[config.mk]
export PLATFORM = sky130hd
export DESIGN_NAME = addsub_pipe
export DESIGN_NICKNAME = d
export VERILOG_FILES = /design/src/rtl/addsub_pkg.sv /design/src/rtl/addsub_slice.sv /design/src/rtl/addsub_pipe.sv
export SDC_FILE = /design/constraint.sdc
export NUM_CORES = 1
export LEC_CHECK = 0
export ABC_AREA = 1
export CAP_MARGIN = 20
export CELL_PAD_IN_SITES_DETAIL_PLACEMENT = 0
export CELL_PAD_IN_SITES_GLOBAL_PLACEMENT = 2
export CORE_MARGIN = 3
export CORE_UTILIZATION = 30
export DETAILED_ROUTE_END_ITERATION = 12
export PLACE_DENSITY = 0.69
export SLEW_MARGIN = 30
export SYNTH_ARGS = -nofsm -noshare
export SYNTH_HDL_FRONTEND = slang
export SYNTH_HIERARCHICAL = 1
export SYNTH_SLANG_ARGS = --single-unit
export TNS_END_PERCENT = 1
[constraint.sdc]
create_clock -name clk -period 5.7 [get_ports clk]
set_input_delay 0.57 -clock clk [delete_from_list [all_inputs] [get_ports clk]]
set_output_delay 0.57 -clock clk [all_outputs]
set_load 0.01 [all_outputs]
[src/rtl/addsub_pkg.sv]
// Shared types and helpers for the pipelined adder/subtractor.
package addsub_pkg;

    typedef enum logic [1:0] {
        OP_ADD = 2'b00,
        OP_SUB = 2'b01,
        OP_ADC = 2'b10,
        OP_SBC = 2'b11
    } op_e;

    typedef struct packed {
        logic n;
        logic z;
        logic c;
        logic v;
    } nzcv_t;

    function automatic logic is_sub(input op_e op);
        return (op == OP_SUB) || (op == OP_SBC);
    endfunction

    // Carry into chunk 0: fixed for ADD/SUB, flag-driven for ADC/SBC.
    function automatic logic op_cin(input op_e op, input logic cin);
        logic c;
        case (op)
            OP_ADD:  c = 1'b0;
            OP_SUB:  c = 1'b1;
            default: c = cin;
        endcase
        return c;
    endfunction

endpackage

[src/rtl/addsub_slice.sv]
// One carry-linked chunk of the adder: sum, carry-out and chunk-is-zero.
module addsub_slice #(
    parameter int unsigned W = 16
) (
    input  logic [W-1:0] a,
    input  logic [W-1:0] b,
    input  logic         cin,
    output logic [W-1:0] sum,
    output logic         cout,
    output logic         zero
);

    logic [W:0] full;

    assign full = {1'b0, a} + {1'b0, b} + (W+1)'(cin);
    assign sum  = full[W-1:0];
    assign cout = full[W];
    assign zero = (full[W-1:0] == '0);

endmodule

[src/rtl/addsub_pipe.sv]
// Pipelined WIDTH-bit add/sub with NZCV flags: one carry-linked chunk per stage,
// operands skewed forward, low result chunks deskewed to the last stage.
module addsub_pipe
    import addsub_pkg::*;
#(
    parameter int unsigned WIDTH  = 64,
    parameter int unsigned STAGES = 4,
    parameter int unsigned TAG_W  = 5
) (
    input  logic             clk,
    input  logic             reset_n,
    input  logic             in_valid,
    output logic             in_ready,
    input  op_e              in_op,
    input  logic [WIDTH-1:0] in_a,
    input  logic [WIDTH-1:0] in_b,
    input  logic             in_cin,
    input  logic [TAG_W-1:0] in_tag,
    output logic             out_valid,
    input  logic             out_ready,
    output logic [WIDTH-1:0] out_result,
    output logic             out_n,
    output logic             out_z,
    output logic             out_c,
    output logic             out_v,
    output logic [TAG_W-1:0] out_tag
);

    localparam int unsigned CHUNK = WIDTH / STAGES;

    logic adv;

    // Values entering stage k: index 0 from the ports, index k from stage k-1 registers.
    logic [WIDTH-1:0] a_l   [STAGES];
    logic [WIDTH-1:0] bp_l  [STAGES];
    logic [WIDTH-1:0] r_l   [STAGES];
    logic             cy_l  [STAGES];
    logic             z_l   [STAGES];
    logic             vld_l [STAGES];
    logic [TAG_W-1:0] tag_l [STAGES];

    // A stalled output freezes the whole pipe; bubbles are kept.
    assign adv      = !(out_valid && !out_ready);
    assign in_ready = adv;

    assign a_l[0]   = in_a;
    assign bp_l[0]  = is_sub(in_op) ? ~in_b : in_b;
    assign r_l[0]   = '0;
    assign cy_l[0]  = op_cin(in_op, in_cin);
    assign z_l[0]   = 1'b1;
    assign vld_l[0] = in_valid;
    assign tag_l[0] = in_tag;

    for (genvar k = 0; k < STAGES; k++) begin : g_stage
        localparam int unsigned LO = k * CHUNK;

        logic [CHUNK-1:0] s_sum;
        logic             s_cout;
        logic             s_zero;
        logic [WIDTH-1:0] r_next;

        addsub_slice #(.W(CHUNK)) u_slice (
            .a    (a_l[k][LO +: CHUNK]),
            .b    (bp_l[k][LO +: CHUNK]),
            .cin  (cy_l[k]),
            .sum  (s_sum),
            .cout (s_cout),
            .zero (s_zero)
        );

        always_comb begin
            r_next             = r_l[k];
            r_next[LO +: CHUNK] = s_sum;
        end

        if (k < STAGES - 1) begin : g_mid
            logic [WIDTH-1:0] a_q;
            logic [WIDTH-1:0] bp_q;
            logic [WIDTH-1:0] r_q;
            logic             cy_q;
            logic             z_q;
            logic             vld_q;
            logic [TAG_W-1:0] tag_q;

            always_ff @(posedge clk or negedge reset_n) begin
                if (!reset_n) begin
                    a_q   <= '0;
                    bp_q  <= '0;
                    r_q   <= '0;
                    cy_q  <= 1'b0;
                    z_q   <= 1'b0;
                    vld_q <= 1'b0;
                    tag_q <= '0;
                end else if (adv) begin
                    a_q   <= a_l[k];
                    bp_q  <= bp_l[k];
                    r_q   <= r_next;
                    cy_q  <= s_cout;
                    z_q   <= z_l[k] & s_zero;
                    vld_q <= vld_l[k];
                    tag_q <= tag_l[k];
                end
            end

            assign a_l[k+1]   = a_q;
            assign bp_l[k+1]  = bp_q;
            assign r_l[k+1]   = r_q;
            assign cy_l[k+1]  = cy_q;
            assign z_l[k+1]   = z_q;
            assign vld_l[k+1] = vld_q;
            assign tag_l[k+1] = tag_q;
        end else begin : g_last
            nzcv_t flags_next;
            nzcv_t flags_q;

            always_comb begin
                flags_next   = '0;
                flags_next.n = r_next[WIDTH-1];
                flags_next.z = z_l[k] & s_zero;
                flags_next.c = s_cout;
                flags_next.v = (a_l[k][WIDTH-1] == bp_l[k][WIDTH-1]) &&
                               (r_next[WIDTH-1] != a_l[k][WIDTH-1]);
            end

            always_ff @(posedge clk or negedge reset_n) begin
                if (!reset_n) begin
                    out_valid  <= 1'b0;
                    out_result <= '0;
                    out_tag    <= '0;
                    flags_q    <= '0;
                end else if (adv) begin
                    out_valid  <= vld_l[k];
                    out_result <= r_next;
                    out_tag    <= tag_l[k];
                    flags_q    <= flags_next;
                end
            end

            assign out_n = flags_q.n;
            assign out_z = flags_q.z;
            assign out_c = flags_q.c;
            assign out_v = flags_q.v;
        end
    end

endmodule

==> impl_metrics.ini, run 1 <==
[run_status]
status = complete, no violations

[power_and_ir_drop]
p_leak_nw = 12.3
ir_worst_vdd_uv = 242
power.density_nw_per_um2 = 558
total_power_w = 0.0133

[grt]
grt_start_max_net_pins = 228
grt_pass1_vias = 15600
globalRouteOverflowTotal = 0
antenna_found_initial = 1
grt_use_total_pct = 14.5
grt_pass1_wl_um = 80600

[sta]
final-setup-viol-count = 0
period_share_pct = 50.1
tightestPinTransition_ns = 0.877
relSlewSlack_pct = 41.5
fmax_ghz = 0.350
finalMaxSlewViolations = 0
fin_tns_setup_ns = 0
hold_viol = 0
clock_skew_ns = 0.0160
rsz0062_at_grt = false
period_minus_slack_ns = 2.86
hold_ws_ns = 0.0358

[run]
drv_cap = 0

[logic_synthesis]
syn-num-nets = 2651
netlist_instances = 2443
ys_ff_latch = 385
synth.avg_cell_area_um2 = 7.90
synth_seq_area_share_pct = 49.9
netlist_area_um2 = 19300
ys_warn_count = 6
synth_cell_types = 34

[detailed_routing]
via_count = 15200
wl_per_cell_um = 13.7
first_iter_violations = 815
drcViolationCount = 0
wl_um = 48200
vias_per_cell = 4.32
postRouteAntennaNets = 0
dr.pass1.iters = 5

[place]
dp_hpwl_um = 32900
dp_cells = 3421
place.gp.congestion = 0.769
port-buffer-count = 214

[critical_path]
crit_required_ns = 6.17
ff2ff_setup_slack_ns = 2.84
cp_slowest_stage_delay_ns = 0.48
critPathBufInv = 2
critical-path-top-delay-family = simple AND/OR/NAND/NOR gates
crit_path_cell_trace = inv_1 -> fa_1 -> inv_1 -> fa_1 -> or2_2 -> nor2_1 -> nand3_1 -> nor2_1 -> nand3_1 -> nor2_1 -> nand2_1 -> nor2_1 -> nand2_1 -> o21ai_0
cp_common_cell = nor2_1
critPathArrivalTime_ns = 3.33
cp-end-kind = flop
path_max_fanout = 4
cp-start-kind = flop
timing_worst_setup_path_type = flop to flop
crit_slowest_cell = fa_1

[cts]
clockRootBuffer = clkbuf_16
cts_sinks = 385
clkLatencyLatePin_ns = 0.57
cts_resized = 0
cts_tree = yes
cts_hold_buf = 0
clk_path_buf_depth = 3
post_cts_buffers = 0
cts_buffers = 47
htreeDepth = 2
clk_pin_slew_ns = 0.06

[die]
dieArea_um2 = 67400
die_h_um = 260
fp-row-count = 92
dieWidth_um = 260
start_util_pct = 30.5
core_um2 = 63300
ios = 215

[cells_and_area]
layout.cells.most_common = nand2_1
fin_nets = 2834
instances_no_fill = 3508
num_antenna_cells = 0
area_growth_syn_to_layout_pct = 23.2
drive_gt1_share_pct = 6.24
layout_common_cells = nand2_1 (1078), dfrtp_1 (385), inv_1 (278)

[min_path]
hold_path.class = input pin to asynchronous set/reset pin
-- power breakdown --
part	switching [W]	internal (W)	total, W
clock network	0.00119	0.00184	0.00303
logic	0.00349	0.00223	0.00572
registers	0.000602	0.00393	0.00453
-- path summary, 6_finish.rpt --
kind | endpoint | cells after the start | startpoint
min | g_stage[0].g_mid.bp_q[40]$_DFFE_PN0N_ | 1 | reset_n
min in group clk | g_stage[1].g_mid.tag_q[2]$_DFFE_PN0N_ | 2 | g_stage[0].g_mid.tag_q[2]$_DFFE_PN0N_
min reg2reg | g_stage[1].g_mid.tag_q[2]$_DFFE_PN0N_ | 2 | g_stage[0].g_mid.tag_q[2]$_DFFE_PN0N_
max | g_stage[2].g_mid.z_q$_DFFE_PN0N_ | 14 | g_stage[1].g_mid.a_q[32]$_DFFE_PN0N_
max reg2reg | g_stage[2].g_mid.z_q$_DFFE_PN0N_ | 14 | g_stage[1].g_mid.a_q[32]$_DFFE_PN0N_
max in group asynchronous | g_stage[1].g_mid.r_q[21]$_DFFE_PN0N_ | 2 | reset_n
-- through the flow --
step	instance area (um2)	setup slack (ns)	utilization [%]
after floorplan	19300	2.69	-
after global placement	22200	2.29	35.0
after CTS	23700	2.77	37.5
after detailed placement	22200	2.29	35.0
final	23800	2.84	37.6
after global routing	23800	2.62	37.6
-- metal layers --
metal / vias up / share of wire [%] / GRT usage, %
li1: 7829 / - / -
met1: 7055 / 49 / 20.1
met2: 213 / 46 / 23.8
met3: 52 / 4.0 / 2.45
met4: 2 / 1.8 / 3.49
met5: - / 0.035 / 0
-- state kept, by name, indices dropped and copies added (netlist names) --
register	count
g_stage.g_mid.a_q	96
g_stage.g_mid.bp_q	96
g_stage.g_mid.r_q	96
out_result	64
g_stage.g_mid.tag_q	15
out_tag	5
g_stage.g_mid.cy_q	3
g_stage.g_mid.vld_q	3
g_stage.g_mid.z_q	3
out_c	1
out_v	1
out_valid	1
out_z	1
-- kinds of logic (layout without fill, tap and decap cells) --
| family | after synthesis | in the layout | synth area share [%] |
|---|---|---|---|
| mux | 1 | 1 | 0.0583 |
| xor+xnor | 76 | 76 | 3.45 |
| simple gates | 1301 | 1301 | 27.7 |
| fa+ha+maj | 68 | 68 | 4.72 |
| flops | 385 | 385 | 49.9 |
| buf+inv | 376 | 595 | 7.96 |
| compound gates | 236 | 236 | 6.17 |
-- worst reg2reg max path, delay by kind of cell, from the launching register on --
family | cells | cell delay [ns]
AOI/OAI and AO/OA | 1 | 0.16
adders and majority gates | 2 | 0.89
buffers and inverters | 2 | 0.22
DFF | 1 | 0.35
and+or+nand+nor | 9 | 1.15
-- synthesized netlist by cell type --
| cell | count | area, um2 |
|---|---|---|
| a21oi_1 | 35 | 175 |
| and2_1 | 3 | 18.8 |
| and2_2 | 1 | 7.51 |
| buf_1 | 1 | 3.75 |
| buf_2 | 79 | 395 |
| buf_4 | 7 | 52.6 |
| clkbuf_1 | 5 | 18.8 |
| dfrtp_1 | 385 | 9630 |
| fa_1 | 8 | 160 |
| ha_1 | 60 | 751 |
| inv_1 | 278 | 1040 |
| inv_2 | 6 | 22.5 |
| mux2_2 | 1 | 11.3 |
| nand2_1 | 1078 | 4050 |
| nand2_2 | 28 | 175 |
| nand2_4 | 7 | 78.8 |
| nand3_1 | 48 | 240 |
| nand3_2 | 8 | 80.1 |
| nand3b_1 | 16 | 120 |
| nand3b_4 | 4 | 80.1 |
| nand4_1 | 4 | 25.0 |
| nor2_1 | 78 | 293 |
| nor2_2 | 4 | 25.0 |
| nor2_4 | 1 | 11.3 |
| nor3_1 | 4 | 20.0 |
| nor3_2 | 4 | 40.0 |
| o21ai_0 | 60 | 300 |
| o21ai_1 | 137 | 686 |
| o21bai_1 | 2 | 15.0 |
| o31ai_1 | 2 | 15.0 |
| or2_2 | 9 | 56.3 |
| or2_4 | 4 | 35.0 |
| xnor2_1 | 4 | 35.0 |
| xor2_1 | 72 | 631 |
-- layout make-up --
| class | count | area [um2] |
|---|---|---|
| repair buffers | 226 | 2320 |
| inverters | 284 | 1070 |
| clock inverters | 17 | 203 |
| clock buffers | 68 | 1370 |
| multi-input cells | 1682 | 8130 |
| fillers | 6687 | 39500 |
| well taps | 846 | 1060 |
| flip-flops and latches | 385 | 9630 |
No activity file was read; power rests on OpenSTA's default activity.
==> run 2: changes to the inputs <==
clock period = 2.8 ns   (was 5.7 ns; I/O delays follow)
==> run 2 against run 1 <==
Flip-flop and latch count is the same. Sequential share of layout area shrank 0.33 points. Count of clock-buffer cells in the layout shrank 1. Routed wire length grew 0.82%. Cell count grew 0.48%. Register-to-register slack lost 2.7 ns. Clock skew grew 0.0013 ns. Sequential power grew 100%. Combinational power grew 110%. Global-route usage grew 0.12 points. Maximum frequency grew 8.7%. Die area is the same. Largest power group unchanged.
==> impl_metrics.ini, run 2 (synthesized netlist as in run 1, its figures left out) <==
[die]
start_util_pct = 30.5
fp-row-count = 92
ios = 215
dieArea_um2 = 67400
core_um2 = 63300
dieWidth_um = 260
die_h_um = 260

[critical_path]
r2r_start = g_stage[1].g_mid.a_q[32]$_DFFE_PN0N_
crit_path_cell_trace = inv_1 -> fa_1 -> inv_2 -> fa_1 -> or2_2 -> nor2_1 -> nand3_1 -> nor2_1 -> nand3_1 -> nor2_1 -> nand2_1 -> nor2_1 -> nand2_1 -> o21ai_1
critPathArrivalTime_ns = 3.11
timing_worst_setup_path_type = flop to flop
cp_slowest_stage_delay_ns = 0.43
cp_common_cell = nor2_1
crit_required_ns = 3.28
cp-start-kind = flop
cp-end-kind = flop
crit_start = g_stage[1].g_mid.a_q[32]$_DFFE_PN0N_
crit_slowest_cell = fa_1
path_max_fanout = 4

[detailed_routing]
wl_per_cell_um = 13.8
vias_per_cell = 4.31
first_iter_violations = 805
dr.pass1.iters = 7
via_count = 15200
postRouteAntennaNets = 0
wl_um = 48600
drcViolationCount = 0

[cts]
post_cts_buffers = 0
cts_tree = yes
clk_path_buf_depth = 3
clkLatencyLatePin_ns = 0.57
cts_sinks = 385
clk_pin_slew_ns = 0.06
clockRootBuffer = clkbuf_16
htreeDepth = 2
cts_buffers = 46

[sta]
rsz0062_at_grt = true
hold_viol = 0
fmax_ghz = 0.380
fin_tns_setup_ns = 0
period_share_pct = 93.9
clock_skew_ns = 0.0173
final-setup-viol-count = 0
period_minus_slack_ns = 2.63
tightestPinTransition_ns = 0.932
relSlewSlack_pct = 37.9
finalMaxSlewViolations = 0

[cells_and_area]
fill_cells = 6691
layout_common_cells = nand2_1 (1078), dfrtp_1 (385), inv_1 (275)
drive_gt1_share_pct = 7.02
fin_nets = 2851
layout.cells.most_common = nand2_1
area_growth_syn_to_layout_pct = 24.3
largestRegisters = g_stage.g_mid.a_q x96, g_stage.g_mid.bp_q x96, g_stage.g_mid.r_q x96

[run_status]
status = complete, no violations

[grt]
antenna_found_initial = 2
grt_start_max_net_pins = 105
grt_pass1_vias = 15500
globalRouteOverflowTotal = 0
grt_pass1_wl_um = 81000
grt_use_total_pct = 14.6

[power_and_ir_drop]
p_leak_nw = 12.4
total_power_w = 0.0272
power.density_nw_per_um2 = 1130
ir_worst_vdd_uv = 473

[run]
drv_cap = 0

[place]
place.gp.congestion = 0.786
dp_hpwl_um = 33900
port-buffer-count = 214

[min_path]
hold_path.class = input pin to asynchronous set/reset pin
[run 2: changes by cell type in the layout (fill, tap and decap cells not counted), moves of 2 or more]
cell | before | now
o21ai_0 | 60 | 58
inv_1 | 278 | 275
o21ai_1 | 137 | 139
inv_2 | 5 | 8
buf_4 | 6 | 19
clkbuf_1 | 10 | 7
clkbuf_8 | 11 | 13
buf_12 | 5 | 11
[run 2: worst max-delay path, delay by kind of cell, from the launching register on]
kind                     cells  cell delay, ns
AND/OR/NAND/NOR              9            1.05
adder cells (fa/ha/maj)      2            0.86
flip-flops                   1            0.34
buffers and inverters        2            0.16
AO/OA/AOI/OAI                1            0.13
[run 2: worst paths after layout]
kind | end | slack (ns) | depth (start not counted)
min in group clk | g_stage[0].g_mid.a_q[25]$_DFFE_PN0N_ | 0.25 | 3
min reg2reg | out_valid$_DFFE_PN0N_ | 0.45 | 2
max reg2reg | g_stage[2].g_mid.z_q$_DFFE_PN0N_ | 0.17 | 14
max in group asynchronous | g_stage[2].g_mid.bp_q[62]$_DFFE_PN0N_ | 1.67 | 3
min | g_stage[0].g_mid.bp_q[39]$_DFFE_PN0N_ | 0.23 | 2
max | g_stage[2].g_mid.z_q$_DFFE_PN0N_ | 0.17 | 14
[run 2: per-stage QoR]
stage          cell area, um2  hold slack, ns  instances  setup WS [ns]  utilization [%]
2_1_floorplan           19300         -0.0156       2443         0.0811                -
3_3_place_gp            22400           0.229       3440         -0.246             35.4
3_5_place_dp            22400           0.223       3440         -0.232             35.4
4_1_cts                 24000           0.197       3524         0.0344             37.9
5_1_grt                 24000           0.226       3524        -0.0189             37.9
6_report                24000           0.226       3525          0.171             37.9
[run 2: cell type report]
type	instances	area [um2]	share of cell area, %
clock inverter	16	190	0.793
timing repair buffer	244	2510	10.5
tap	846	1060	4.41
inverter	284	1070	4.48
antenna	1	2.50	0.0104
multi-input combinational	1682	8130	33.9
sequential	385	9630	40.2
clock buffer	67	1380	5.76
[run 2: power by group]
| part | switching [W] | internal [W] |
|---|---|---|
| registers | 0.00126 | 0.00800 |
| logic | 0.00713 | 0.00464 |
| clock network | 0.00238 | 0.00378 |
[run 2: per-layer routing]
| layer | track usage, % | wire (um) | vias to the layer above |
|---|---|---|---|
| li1 | - | - | 7867 |
| met1 | 20.3 | 23400 | 7045 |
| met2 | 23.8 | 22300 | 209 |
| met3 | 2.81 | 1990 | 61 |
| met4 | 3.27 | 909 | 2 |
| met5 | 0 | 16 | - |
[run 2: what timing repair did]
| item | 4_1_cts | 5_1_grt |
|---|---|---|
| hold buffers | 1 | 0 |
| gates resized for setup | 0 | 6 |
| endpoints found under the hold margin | 45 | 0 |
| setup endpoints to repair | 0 | 3 |
